**config.mk**
```make
export PLATFORM = sky130hd
export DESIGN_NAME = rw_stage
export DESIGN_NICKNAME = d
export VERILOG_FILES = /design/src/rtl/rw_stage_pkg.sv /design/src/rtl/rw_stage_gpr_file.sv /design/src/rtl/rw_stage.sv
export SDC_FILE = /design/constraint.sdc
export NUM_CORES = 2
export LEC_CHECK = 0
export BUFFER_PORTS_ARGS = -buffer_cell sky130_fd_sc_hd__buf_2
export CAP_MARGIN = 20
export CORE_MARGIN = 1.5
export CORE_UTILIZATION = 30
export CTS_CLUSTER_DIAMETER = 60
export DETAILED_ROUTE_END_ITERATION = 12
export PLACE_DENSITY = 0.54
export SLEW_MARGIN = 10
export SYNTH_ARGS = -nofsm -noshare
export SYNTH_HDL_FRONTEND = slang
export SYNTH_SLANG_ARGS = --single-unit
```
**constraint.sdc**
```tcl
create_clock -name clk -period 72.3 [get_ports clk]
set_clock_uncertainty 0.05 [all_clocks]
set_input_delay 14.46 -clock clk [delete_from_list [all_inputs] [get_ports clk]]
set_output_delay 14.46 -clock clk [all_outputs]
set_load 0.01 [all_outputs]
```
**src/rtl/rw_stage_pkg.sv**
```systemverilog
// Shared types and constants for the register-write stage and its GPR file.
package rw_stage_pkg;

  localparam int XLEN = 32;
  localparam int NREG = 16;
  localparam int AW   = $clog2(NREG);
  localparam int NRD  = 2;

  localparam logic [AW-1:0]   RA_IDX = AW'(15);
  localparam logic [XLEN-1:0] PC_INC = XLEN'(4);

  typedef struct packed {
    logic [XLEN-1:0] pc;
    logic [XLEN-1:0] instr;
    logic [XLEN-1:0] alu_result;
    logic [XLEN-1:0] ld_result;
    logic            is_wb;
    logic            is_ld;
    logic            is_call;
  } ma_rw_t;

  function automatic logic [AW-1:0] rd_of(input logic [XLEN-1:0] instr);
    return instr[25:22];
  endfunction

endpackage

```
**src/rtl/rw_stage_gpr_file.sv**
```systemverilog
// NREG x XLEN register file: one write port, NRD combinational read ports
// that see the write being committed this cycle (write-first).
module gpr_file
  import rw_stage_pkg::*;
(
  input  logic                      clk,
  input  logic                      rst,
  input  logic                      we,
  input  logic [AW-1:0]             waddr,
  input  logic [XLEN-1:0]           wdata,
  input  logic [NRD-1:0][AW-1:0]    raddr,
  output logic [NRD-1:0][XLEN-1:0]  rdata
);

  logic [NREG-1:0][XLEN-1:0] regs;

  always_ff @(posedge clk or posedge rst) begin
    if (rst)     regs        <= '0;
    else if (we) regs[waddr] <= wdata;
  end

  genvar p;
  generate
    for (p = 0; p < NRD; p++) begin : g_rd
      assign rdata[p] = (we && raddr[p] == waddr) ? wdata : regs[raddr[p]];
    end
  endgenerate

endmodule

```
**src/rtl/rw_stage.sv**
```systemverilog
// Register-write stage: latches the MA payload, selects write-back value and
// destination, commits into the owned GPR file and counts retirements.
module rw_stage
  import rw_stage_pkg::*;
(
  input  logic            clk,
  input  logic            rst,
  input  logic            ma_valid,
  input  logic [XLEN-1:0] ma_pc,
  input  logic [XLEN-1:0] ma_instr,
  input  logic [XLEN-1:0] ma_alu_result,
  input  logic [XLEN-1:0] ma_ld_result,
  input  logic            ma_is_wb,
  input  logic            ma_is_ld,
  input  logic            ma_is_call,
  input  logic [AW-1:0]   rd_addr1,
  output logic [XLEN-1:0] rd_data1,
  input  logic [AW-1:0]   rd_addr2,
  output logic [XLEN-1:0] rd_data2,
  output logic            wb_valid,
  output logic [AW-1:0]   wb_addr,
  output logic [XLEN-1:0] wb_data,
  output logic [31:0]     retire_cnt
);

  ma_rw_t rw_q;
  logic   rw_valid_q;

  // Payload only loads on valid; the valid bit itself follows ma_valid every cycle.
  always_ff @(posedge clk or posedge rst) begin
    if (rst) begin
      rw_q       <= '0;
      rw_valid_q <= 1'b0;
    end else begin
      rw_valid_q <= ma_valid;
      if (ma_valid)
        rw_q <= '{pc: ma_pc, instr: ma_instr, alu_result: ma_alu_result,
                  ld_result: ma_ld_result, is_wb: ma_is_wb, is_ld: ma_is_ld,
                  is_call: ma_is_call};
    end
  end

  always_comb begin
    wb_valid = rw_valid_q & (rw_q.is_wb | rw_q.is_call);
    wb_addr  = rw_q.is_call ? RA_IDX : rd_of(rw_q.instr);
    wb_data  = rw_q.is_call ? rw_q.pc + PC_INC
             : rw_q.is_ld   ? rw_q.ld_result
             :                rw_q.alu_result;
  end

  always_ff @(posedge clk or posedge rst) begin
    if (rst)             retire_cnt <= '0;
    else if (rw_valid_q) retire_cnt <= retire_cnt + 32'd1;
  end

  logic [NRD-1:0][AW-1:0]   raddr;
  logic [NRD-1:0][XLEN-1:0] rdata;

  assign raddr    = {rd_addr2, rd_addr1};
  assign rd_data1 = rdata[0];
  assign rd_data2 = rdata[1];

  gpr_file u_gpr (
    .clk   (clk),
    .rst   (rst),
    .we    (wb_valid),
    .waddr (wb_addr),
    .wdata (wb_data),
    .raddr (raddr),
    .rdata (rdata)
  );

  // Only rd is decoded from the instruction word here.
  logic rw_unused;
  assign rw_unused = ^{rw_q.instr[31:26], rw_q.instr[21:0]};

endmodule

```
==> summary.md <==
| Metric | Value |
|---|---|
| Worst-Margin Slew | between 1 and 1.5 ns |
| Vias in the first global route | 24291 |
| Post-CTS setup buffers | 0 |
| # resized after CTS | 0 |
| Io pins | 275 |
| EDFF count, synth | 0 |
| Max Cap Violations | 0 |
| PortBufs | 246 |
| Vias/cell | 5.24 |
| Area added between synthesis and finish | 16.4% |
| Syn Inst Count | slightly below 3000 |
| CTS tree | yes |
| Stages on worst setup path | 6 |
| Synth cell types | 46 |
| Setup TNS after final layout | 0 ns |
| Setup crit end kind | output pin |
| DP Cell Count | 4440 |
| First-pass GRT wire length | ~160 mm |
| Core Rows | 120 |
| Critical Path RT | between 50 and 60 ns |
| Hold WC Path Type | flop to flop |
| Largest net degree at the start of global routing | 87 |
| Crit path buffers/inverters | 3 |
| Total gr overflow | 0 |
| Worst skew pair latency | 0.64 ns |
| Detail Route Antenna Nets | 0 |
| Routed WL per cell | 22.5 um |
| Asr flop ratio synth | 1.00 |
| Clock root buffer | clkbuf_16 |
| Initial core utilization | 0.304 |
| Max-slew violations | 0 |
| Commonest non-fill, non-tap cell in the layout | nand2_1 |
| Synth Register Bits | around 650 |
| YS warnings | 0 |
| Initial antenna violation count | 14 |
| Pwr/cell area | 32.8 nW/um2 |
| Hold Path Stages | 1 |
| Min Tclk post-route | 32.02 ns |
| Gpl congestion | 0.783 |
| RSZ-0062 raised after global routing | no |
| Most frequent cells in the layout | 659 x nand2_1, 646 x dfrtp_1, 543 x o21ai_0 |
| Sequential share of the synthesized area | 0.495 |
| Critical Path Fanout Max | 48 |
| Max Buffers Root-to-Sink | 3 |
| Drt drc | 0 |
| Synth area leaders | dfrtp_1 50%, mux4_2 18%, o21ai_0 8.3%, nand2_1 7.6%, mux2_2 3.5% |
| Tcrit/Tclk final | 0.443 |
| Crit path cell chain | clkbuf_8, xnor2_1, or4_2, buf_4, o21ai_0, buf_2 |
| Worst path max stage delay | 1.02 ns |
| Status | completed |
| Die width | 333 um |
| Synth Flop Type | dfrtp_1 |
| Layout Cells excl Fill | 4582 |
| Syn Nets | about 3100 |
| Final setup fails | 0 |
| PnR Total Power | 1.25 mW |
| Area of the core | ~110000 um2 |
| # nets final | 3261 |
| Dpl hpwl | 64.7 mm |
| Top Family by Delay on Critical Path | buffers and inverters |
| Routed wire length | 103 mm |
| VDD IR-drop max | 17.6 uV |
| Clock-pin transition on the worst setup and hold timing paths | roughly 0.06 ns |
| Reported leakage power | between 15 and 20 nW |
| F_max | roughly 31 MHz |
| Avg Inst Size Synth | approximately 11 um2 |
| Critical Path AT | 17.51 ns |
| H-tree Lvls | 3 |
| DR pass1 iterations | 5 |
| Critical-path top delay cell | or4_2 |
| Die Y | 333 um |
| Path type of the worst setup path | primary input to output pin |
| Overall Global Routing Usage | 0.186 |
| Cell Area, Synth | 32700 um2 |
| CTS hold repair buffers | 0 |
| Hold Vio Cnt, Final | 0 |
| Total CTS buffers | 77 |
| Synth area leader | dfrtp_1 |
| DIE AREA | 111000 um2 |
| Initial DRC Count | 1884 |
| Via Count | roughly 24000 |
| Setup crit start kind | primary input |
| Cell count of the worst reg-to-reg path | 6 |
| Sink Count | 648 |
| Share of cells above drive strength 1 | 0.274 |
| Max_slew headroom | 0.242 |
| Synth top area share | 0.495 |
==> cells in the mapped netlist, types with 3 or more instances <==
cell type / instances
buf_2: 24
mux2i_1: 15
a31oi_1: 3
nor4_1: 10
clkbuf_1: 214
a31o_2: 4
a31oi_2: 3
o21ai_1: 11
nand4_1: 19
or4_1: 4
mux2_2: 103
nor2_1: 39
o21a_1: 5
o31ai_1: 30
buf_1: 20
xnor2_1: 35
nand3_1: 24
inv_1: 34
and3_1: 10
dfrtp_1: 648
nand2_1: 667
a21o_1: 7
xor2_1: 16
a211oi_1: 14
nor3_1: 17
a22oi_1: 128
mux2_1: 3
nor2b_1: 18
or4_4: 3
a21oi_1: 21
mux4_2: 256
o21ai_0: 543
and4_1: 5
==> area by class of cell <==
cell class,instances,area (um2)
fill,10740,69500
sequential,648,16200
multi-input combinational,2030,15600
clock buffer,110,2290
timing repair buffer,325,1860
tap,1403,1760
clock inverter,27,260
inverter,35,139
antenna,4,10.0
==> cell families (layout without fill, tap and decap cells) <==
kind of cell	count (synthesis)	after routing	synth area share
DFF	648	648	0.495
xor gates and xnor gates	51	51	0.0136
adders and majority gates	2	2	0.000764
AOI/OAI and AO/OA	772	772	0.134
buffers and inverters	293	497	0.0345
muxes	377	377	0.217
and+or+nand+nor	828	828	0.105
other	0	4	0
==> power breakdown <==
group          switching (mW)  internal [mW]
Combinational           0.154          0.155
Clock                   0.162          0.230
Sequential             0.0788          0.470
Total                   0.396          0.854
==> worst paths after layout <==
path | from | to | slack [ns]
max in group asynchronous | rst | rw_q[104]$_DFFE_PP0P_ | 55.28
worst max register to register | rw_q[0]$_DFFE_PP0P_ | u_gpr.regs[357]$_DFFE_PP0P_ | 69.02
worst min register to register | retire_cnt[31]$_DFFE_PP0P_ | retire_cnt[31]$_DFFE_PP0P_ | 0.42
worst min-delay path | retire_cnt[31]$_DFFE_PP0P_ | retire_cnt[31]$_DFFE_PP0P_ | 0.42
min in group asynchronous | rst | retire_cnt[31]$_DFFE_PP0P_ | 13.86
worst max-delay path | rd_addr1[0] | rd_data1[18] | 40.28
==> sequential cells by signal (all words and copies together) (netlist names) <==
signal	count
rw_valid_q	1
u_gpr.regs	512
retire_cnt	32
rw_q	103
==> routing by layer <==
| layer | track usage | routed length, um |
|---|---|---|
| met1 | 0.267 | 47400 |
| met2 | 0.286 | 46000 |
| met3 | 0.0374 | 7440 |
| met4 | 0.0465 | 1960 |
| met5 | 0 | 69 |
==> stage by stage <==
stage / util / area (um2) / hold WS [ns] / worst slack, ns
after floorplan: - / 32700 / 0.410 / 39.63
after global placement: 0.330 / 35500 / 0.404 / 40.14
after detailed placement: 0.330 / 35500 / 0.408 / 40.16
after CTS: 0.354 / 38100 / 0.422 / 40.16
after global routing: 0.354 / 38100 / 0.430 / 39.91
final: 0.354 / 38100 / 0.417 / 40.28
No activity file was read; power rests on OpenSTA's default activity.
